$ cat config.mk
export PLATFORM = sky130hd
export DESIGN_NAME = shl_seq_32
export DESIGN_NICKNAME = d
export VERILOG_FILES = /design/src/rtl/shl_seq_32.sv
export SDC_FILE = /design/constraint.sdc
export NUM_CORES = 1
export LEC_CHECK = 0
export CORE_ASPECT_RATIO = 2
export CORE_UTILIZATION = 40
export CTS_CLUSTER_DIAMETER = 200
export DETAILED_ROUTE_END_ITERATION = 8
export HOLD_SLACK_MARGIN = 0.03
export PLACE_DENSITY = 0.6
export SLEW_MARGIN = 10
export SYNTH_ARGS = -nofsm -noshare
export SYNTH_HDL_FRONTEND = slang
export SYNTH_SLANG_ARGS = --single-unit
$ cat constraint.sdc
create_clock -name clock -period 2.2 [get_ports clock]
set_clock_uncertainty 0.1 [all_clocks]
set_input_delay 0.44 -clock clock [delete_from_list [all_inputs] [get_ports clock]]
set_output_delay 0.44 -clock clock [all_outputs]
set_load 0.05 [all_outputs]
$ cat src/rtl/shl_seq_32.sv
// -----------------------------------------------------------------------------
// shl_seq_32 : multi-cycle 32-bit left shifter for the Mini SRC ALU.
//
// Performs SHL (logical shift left, zero fill) by a 5-bit amount, advancing
// STEP bit positions per clock in the SHIFT state. Operands are captured on
// the accepted start edge. The result and carry are held until the next
// accepted start or a clear.
//
// Optional feature macro: ROTATE_EN
//   defined   : adds the rot input; rot=1 makes the operation a rotate left
//               (the vacated low bits take the bits leaving bit 31).
//   undefined : no rot port, no mode register, no wrap path; every
//               operation is a logical shift left. Timing is identical.
//
// Parameters
//   STEP    bit positions shifted per SHIFT cycle: 1, 2, 4, 8 or 16
//
// Ports
//   clock   in   1   system clock, rising edge
//   clear   in   1   synchronous active-high reset, overrides everything
//   start   in   1   request, only looked at in IDLE
//   B       in   32  operand, captured on the accepted start edge
//   shamt   in   5   shift amount 0..31, captured with B
//   rot     in   1   1 = rotate left (only with ROTATE_EN)
//   busy    out  1   high while in SHIFT or DONE
//   done    out  1   one-cycle completion pulse
//   result  out  32  shifted value, valid from the done cycle on
//   carry   out  1   last bit shifted out of bit 31 (0 when shamt = 0)
// -----------------------------------------------------------------------------
module shl_seq_32 #(
    parameter int STEP = 1
) (
    input  logic        clock,
    input  logic        clear,
    input  logic        start,
    input  logic [31:0] B,
    input  logic [4:0]  shamt,
`ifdef ROTATE_EN
    input  logic        rot,
`endif
    output logic        busy,
    output logic        done,
    output logic [31:0] result,
    output logic        carry
);

    // Reject unsupported step sizes while elaborating.
    generate
        if (!((STEP == 1) || (STEP == 2) || (STEP == 4) || (STEP == 8) || (STEP == 16))) begin : g_bad_step
            $error("shl_seq_32: STEP must be 1, 2, 4, 8 or 16");
        end
    endgenerate

    localparam logic [4:0] STEP_W = 5'(STEP);

    typedef enum logic [1:0] {
        S_IDLE  = 2'd0,
        S_SHIFT = 2'd1,
        S_DONE  = 2'd2
    } state_t;

    state_t      state_q, state_d;
    logic [31:0] work_q,  work_d;
    logic [4:0]  count_q, count_d;
    logic [31:0] result_q, result_d;
    logic        carry_q, carry_d;
    logic        busy_q;
    logic        done_q;

    logic [4:0]  n_s;          // positions shifted this cycle: min(STEP, count)
    logic [31:0] shifted_s;    // work after this cycle's shift (or rotate)
    logic        out_bit_s;    // last bit that left bit 31 this cycle

    // The step is never larger than what remains, so count cannot underflow.
    assign n_s = (count_q < STEP_W) ? count_q : STEP_W;

`ifdef ROTATE_EN
    logic        mode_q, mode_d;
    logic [63:0] ext_s;

    // Shifting into a 64-bit word keeps the escaping bits in the upper half;
    // those are exactly the bits a rotate wraps back into the low end.
    assign ext_s     = {32'h0000_0000, work_q} << n_s;
    assign shifted_s = ext_s[31:0] | (mode_q ? ext_s[63:32] : 32'h0000_0000);
    assign out_bit_s = ext_s[32];
`else
    logic [32:0] ext_s;

    // Bit 32 of the extended word is the last bit pushed past bit 31.
    assign ext_s     = {1'b0, work_q} << n_s;
    assign shifted_s = ext_s[31:0];
    assign out_bit_s = ext_s[32];
`endif

    // Next-state and datapath update for the IDLE/SHIFT/DONE sequencer.
    always_comb begin
        state_d  = state_q;
        work_d   = work_q;
        count_d  = count_q;
        result_d = result_q;
        carry_d  = carry_q;
`ifdef ROTATE_EN
        mode_d   = mode_q;
`endif
        case (state_q)
            S_IDLE: begin
                if (start) begin
                    work_d  = B;
                    count_d = shamt;
`ifdef ROTATE_EN
                    mode_d  = rot;
`endif
                    carry_d = 1'b0;
                    state_d = S_SHIFT;
                end else begin
                    state_d = S_IDLE;
                end
            end
            S_SHIFT: begin
                work_d  = shifted_s;
                count_d = count_q - n_s;
                // A zero-length step (shamt = 0) must leave carry at 0.
                if (n_s != 5'd0) begin
                    carry_d = out_bit_s;
                end else begin
                    carry_d = carry_q;
                end
                // Last step: publish the result on the same edge DONE is entered.
                if (count_q <= STEP_W) begin
                    result_d = shifted_s;
                    state_d  = S_DONE;
                end else begin
                    state_d  = S_SHIFT;
                end
            end
            S_DONE: begin
                state_d = S_IDLE;
            end
            default: begin
                state_d = S_IDLE;
            end
        endcase
    end

    // State, datapath and registered status outputs; clear overrides all.
    always_ff @(posedge clock) begin
        if (clear) begin
            state_q  <= S_IDLE;
            work_q   <= 32'h0000_0000;
            count_q  <= 5'd0;
            result_q <= 32'h0000_0000;
            carry_q  <= 1'b0;
            busy_q   <= 1'b0;
            done_q   <= 1'b0;
        end else begin
            state_q  <= state_d;
            work_q   <= work_d;
            count_q  <= count_d;
            result_q <= result_d;
            carry_q  <= carry_d;
            // Status flags are decoded from the next state so they line up
            // with the state register without extra output logic.
            busy_q   <= (state_d != S_IDLE);
            done_q   <= (state_d == S_DONE);
        end
    end

`ifdef ROTATE_EN
    // Mode register for rotate versus logical shift.
    always_ff @(posedge clock) begin
        if (clear) begin
            mode_q <= 1'b0;
        end else begin
            mode_q <= mode_d;
        end
    end
`endif

    assign busy   = busy_q;
    assign done   = done_q;
    assign result = result_q;
    assign carry  = carry_q;

endmodule

==> results.json, run 1 <==
{
  "placedInstanceArea_um2": 4780,
  "worst-r2r-cell-count": 6,
  "clockBufferDepth": 2,
  "critPathBufInv": 1,
  "finalHoldWorstSlack_ns": 0.381,
  "detail-route-antenna-nets": 0,
  "clk_transition_reported_paths_ns": 0.06,
  "setup_violations": 0,
  "post_synth_and_or_nand_nor_area_fraction": 0.170,
  "port-buffer-count": 74,
  "max-vdd-ir-drop_v": 0.000555,
  "synthMuxAreaShare": 0.0337,
  "postCtsSetupBuffers": 0,
  "dp.cells": 594,
  "power_switching_share": 0.378,
  "totalWireLength_mm": 12.2,
  "drt_pre_antenna_iters": 5,
  "global_route.usage.total": 0.253,
  "timing.final.crit_period_ns": 2.06,
  "remaining_drc_errors": 0,
  "maxCapViolCount": 0,
  "hold_class": "register to register",
  "synth-main-ff-cell": "dfxtp_1",
  "power_spent_charging_and_discharging_nets_uw": 1890,
  "worstMarginPinSlew_ns": 0.509,
  "synth_edf_count": 0,
  "share_of_layout_cells_above_drive_strength_1": 0.125,
  "finalNetCount": 542,
  "multi_input_area_um2": 2100,
  "yosys_warning_total": 0,
  "met2_length_mm": 6.39,
  "synth.area.top_cells": "dfxtp_1 (38%), a21oi_1 (6.6%), a311oi_1 (5.9%)",
  "floorplan_core_area_um2": 9380,
  "critPathMaxStageDelay_ns": 0.82,
  "cell_taking_the_most_area_after_synthesis": "dfxtp_1",
  "routed.top_layer": "met4",
  "critPathLaunchType": "register",
  "grt_setup_unrepaired": "false",
  "stdcell_count": 610,
  "place.gp.congestion": 0.857,
  "insertedDiodeCount": 0,
  "data_arrival_time_at_the_worst_slack_endpoint_ns": 1.52,
  "yosysUniqueCellTypes": 46,
  "internal_dissipation_uw": 3110,
  "ctsRootBufferMaster": "clkbuf_16",
  "final_critical_path_setup_slack_ns": 0.135,
  "cts_tree": "yes",
  "slew-limit-headroom": 0.660,
  "place_ws_ns": 0.204,
  "cts_inserted_buffers": 9,
  "crit_fanout": 2,
  "vias": 3925,
  "timing_max_transition_violations_final": 0,
  "dr.first_iter.drc_count": 330,
  "met1Wirelength_mm": 4.85,
  "mostFrequentLayoutCell": "dfxtp_1",
  "num_rows": 50,
  "cts.hold.buffers_added": 0,
  "critPathCaptureType": "output port",
  "layout_common_cells": "dfxtp_1 (74), clkdlybuf4s50_1 (73), a21oi_1 (51), o21ai_0 (29)",
  "met3RoutedLength_um": 715,
  "finalHoldViolCount": 0,
  "path_cells": "clkdlybuf4s50_1",
  "area_of_all_sequential_standard_cells_um2": 1480,
  "combPwrFrac": 0.378,
  "crit_required_ns": 1.66,
  "finalInstanceArea_um2": 5060,
  "timing.critical_path.depth": 1,
  "synth-seq-area-share": 0.383,
  "status": "completed",
  "synth-xor-area-share": 0,
  "area_delta_synth_final_pct": 30.9,
  "cp-startpoint": "result[13]",
  "first_global_vias": 3839,
  "setup-tns-final_ns": 0,
  "grt_first_pass_wirelength_mm": 19.8,
  "synth_top_family_by_area": "compound AO/OA/AOI/OAI gates",
  "clk-insertion-delay-late_ns": 0.33,
  "overflow": 0,
  "largest_net_degree_at_the_start_of_global_routing": 51,
  "worst_path_dominant_cell_family": "buffers and inverters",
  "mappedNetlistArea_um2": 3870,
  "clkSinkCount": 74,
  "vias_cell": 6.43,
  "post_detailed_route_wirelength_per_cell_um": 20.0,
  "crit-reg2reg-capture": "count_q[4]",
  "postSynth.asyncResetShare": 0,
  "dp_hpwl_mm": 7.79,
  "number_of_fill_cells_in_the_layout": 918,
  "initial_core_utilization": 0.412,
  "total_leakage_power_uw": 0.00169,
  "synth_nets": 485,
  "power_density_nw_per_um2": 987,
  "reg2reg_setup_slack_ns": 0.30,
  "layout_worst_path_cycle_share": 0.939,
  "maxClockFrequency_mhz": 484,
  "io-pin-count": 75,
  "r2r-start": "count_q[2]",
  "critical_path.endpoint": "result[13]",
  "synth-adder-area-share": 0.00324,
  "yosys_register_bits": 74,
  "fp.dieW_um": 71.5,
  "antenna_found_initial": 0,
  "chipHeight_um": 141,
  "synth_area_per_cell_um2": 8.71,
  "seq_power_share": 0.336,
  "pwr-share-clk": 0.286,
  "critical-path-slowest-cell": "clkdlybuf4s50_1",
  "yosys.area.top_type_share": 0.383,
  "share_of_the_synthesized_area_in_compound_gates_ao_oa_aoi_oai": 0.332,
  "ctsResizeCount": 0,
  "postSynthCellCount": 444,
  "design.die.area_um2": 10100,
  "timing.setup.critical_path_class": "register to output port",
  "cts-htree-levels": 3
}
logic make-up after synthesis:
kind of cell | after synthesis
AOI/OAI and AO/OA | 184
adders and majority gates | 1
buffers and inverters | 66
DFF | 74
muxes | 13
and+or+nand+nor | 106
per-layer routing:
layer,up-vias,global-route usage
li1,1844,-
met1,1897,0.300
met2,161,0.437
met3,23,0.0558
met4,0,0.0970
met5,-,0
Yosys cell counts (3+ instances only):
cell type,n
nand4_1,4
o221a_2,5
buf_6,3
o21ai_1,4
nand3b_1,15
nand2_1,26
nor3_1,4
nor2_1,4
clkbuf_1,32
a21oi_1,51
a211oi_1,13
dfxtp_1,74
nand2b_1,4
inv_1,8
mux2i_1,13
o221ai_1,14
o21ai_0,29
a221oi_1,13
nand3_1,12
a22oi_1,16
a311oi_1,26
buf_4,3
a211oi_2,5
nor3b_1,26
buf_2,16
buf_1,4
power by group through the flow:
stage / Sequential (µW) / Combinational (µW) / Clock, µW
global route: 1700 / 2020 / 1520
CTS: 1680 / 1890 / 1450
finish: 1680 / 1890 / 1430
floorplan: 1940 / 984 / 0
detailed placement: 1700 / 1880 / 0
global placement: 1700 / 1870 / 0
registers in the layout, indices dropped and copies added, names as in the netlist:
| name | cells |
|---|---|
| busy | 1 |
| work_q | 32 |
| result | 32 |
| carry | 1 |
| done | 1 |
| count_q | 5 |
| state_q | 2 |
through the flow:
step	utilization	power (µW)
global placement	0.509	3570
detailed placement	0.509	3580
global route	0.539	5240
floorplan	-	2930
CTS	0.539	5010
finish	0.539	5000
layout make-up:
type / instances / share of cell area
inverters: 8 / 0.00593
well taps: 104 / 0.0257
flip-flops and latches: 74 / 0.293
clock buffers: 13 / 0.0475
multi-input cells: 304 / 0.415
repair buffers: 104 / 0.205
clock inverters: 3 / 0.00791
worst min-delay path by stage:
stage | startpoint | depth (start not counted) | slack (ns) | to
after global placement | result[0] | 2 | 0.37 | result[0]
after global routing | result[0] | 2 | 0.43 | result[0]
after floorplan | work_q[13] | 2 | 0.38 | result[14]
after CTS | result[0] | 2 | 0.39 | result[0]
after detailed placement | result[0] | 2 | 0.38 | result[0]
final | result[0] | 2 | 0.38 | result[0]
Note: power is estimated with default switching activity, not from simulation.
==> inputs of run 2 (changes only) <==
Settings changed: RECOVER_POWER set to 25.
==> run 2 against run 1 <==
Against the previous run:
- register-to-register slack worse by 0.07 ns
- setup slack worse by 0.0046 ns
- fmax down 0.22%
- critical path type unchanged
- highest routed layer unchanged
==> results.json, run 2 (same netlist as run 1, synthesis figures left out) <==
{
  "critPathMaxStageDelay_ns": 0.82,
  "drt_pre_antenna_iters": 5,
  "cp-startpoint": "result[13]",
  "setup_violations": 0,
  "vias_cell": 6.43,
  "floorplan_core_area_um2": 9380,
  "cts_tree": "yes",
  "dr.first_iter.drc_count": 298,
  "data_arrival_time_at_the_worst_slack_endpoint_ns": 1.53,
  "chipHeight_um": 141,
  "detail-route-antenna-nets": 0,
  "hold_class": "register to register",
  "timing.setup.critical_path_class": "register to output port",
  "layout_worst_path_cycle_share": 0.941,
  "io-pin-count": 75,
  "postLayoutCoreUtil": 0.533,
  "mostFrequentLayoutCell": "dfxtp_1",
  "area_delta_synth_final_pct": 29.3,
  "timing.final.crit_period_ns": 2.07,
  "slew-limit-headroom": 0.637,
  "cts.hold.buffers_added": 0,
  "port-buffer-count": 74,
  "critical_path.endpoint": "result[13]",
  "ctsRootBufferMaster": "clkbuf_16",
  "worstMarginPinSlew_ns": 0.544,
  "clk-insertion-delay-late_ns": 0.34,
  "post_detailed_route_wirelength_per_cell_um": 20.1,
  "clkSinkCount": 74,
  "worst-r2r-cell-count": 5,
  "crit_fanout": 2,
  "cts_inserted_buffers": 9,
  "finalHoldWorstSlack_ns": 0.382,
  "total_leakage_power_uw": 0.00168,
  "insertedDiodeCount": 0,
  "clockBufferDepth": 2,
  "antenna_found_initial": 0,
  "dp_hpwl_mm": 7.79,
  "crit_required_ns": 1.66,
  "grt_first_pass_wirelength_mm": 19.8,
  "critPathBufInv": 1,
  "postCtsSetupBuffers": 0,
  "power_density_nw_per_um2": 992,
  "r2r-start": "count_q[2]",
  "worst_path_dominant_cell_family": "buffers and inverters",
  "crit-reg2reg-capture": "result[19]",
  "setup-tns-final_ns": 0,
  "maxCapViolCount": 0,
  "layout_common_cells": "dfxtp_1 (74), clkdlybuf4s50_1 (72), a21oi_1 (51), o21ai_0 (29)",
  "ctsResizeCount": 0,
  "holdCritStartpoint": "result[0]",
  "reg2reg_setup_slack_ns": 0.23,
  "vias": 3922,
  "share_of_layout_cells_above_drive_strength_1": 0.109,
  "critical-path-slowest-cell": "clkdlybuf4s50_1",
  "design.die.area_um2": 10100,
  "initial_core_utilization": 0.412,
  "global_route.usage.total": 0.253,
  "largest_net_degree_at_the_start_of_global_routing": 51,
  "finalHoldViolCount": 0,
  "timing.critical_path.depth": 1,
  "status": "completed",
  "remaining_drc_errors": 0,
  "maxClockFrequency_mhz": 483,
  "overflow": 0,
  "place.gp.congestion": 0.857,
  "timing_max_transition_violations_final": 0,
  "critPathLaunchType": "register",
  "fp.dieW_um": 71.5,
  "finalNetCount": 542,
  "critPathCaptureType": "output port",
  "cts-htree-levels": 3,
  "num_rows": 50,
  "path_cells": "clkdlybuf4s50_1",
  "first_global_vias": 3839,
  "max-vdd-ir-drop_v": 0.000555,
  "grt_setup_unrepaired": "false",
  "totalWireLength_mm": 12.2,
  "clk_transition_reported_paths_ns": 0.06
}
## run 2: power by group
part	switching, µW	internal (µW)
registers	148	1530
clock network	559	876
logic	1170	678
## run 2: worst min-delay path by stage
stage	depth (start not counted)	endpoint
final	2	result[0]
after floorplan	2	result[14]
after global placement	2	result[0]
after detailed placement	2	result[0]
after CTS	2	result[0]
after global routing	2	result[0]
## run 2: per-stage QoR
step | setup slack (ns) | std cells | instance area [µm²] | power [µW]
3_3_place_gp | 0.264 | 594 | 4780 | 3570
6_report | 0.131 | 610 | 5000 | 4960
5_1_grt | 0.102 | 610 | 5000 | 5200
2_1_floorplan | 0.227 | 444 | 3870 | 2930
4_1_cts | 0.134 | 610 | 5060 | 5010
3_5_place_dp | 0.204 | 594 | 4780 | 3580
## run 2: layer usage
layer	vias to the layer above	share of wire	track usage	wire [µm]
met5	-	0	0	0
met4	0	0.022	0.0970	274
li1	1842	-	-	-
met1	1894	0.40	0.300	4850
met2	163	0.52	0.437	6380
met3	23	0.061	0.0558	743
## run 2: final cells by class
| type | instances | area [µm²] |
|---|---|---|
| inverters | 8 | 30.0 |
| clock inverters | 3 | 40.0 |
| clock buffers | 13 | 240 |
| flip-flops and latches | 74 | 1480 |
| repair buffers | 104 | 1010 |
| fillers | 928 | 4380 |
| multi-input cells | 304 | 2060 |
| well taps | 104 | 130 |
==> inputs of run 3 (changes only) <==
Settings changed: HOLD_SLACK_MARGIN 0.03 to not set.
==> results of run 3 <==
Same layout as run 2: the final DEF is identical, and so are final timing and power.
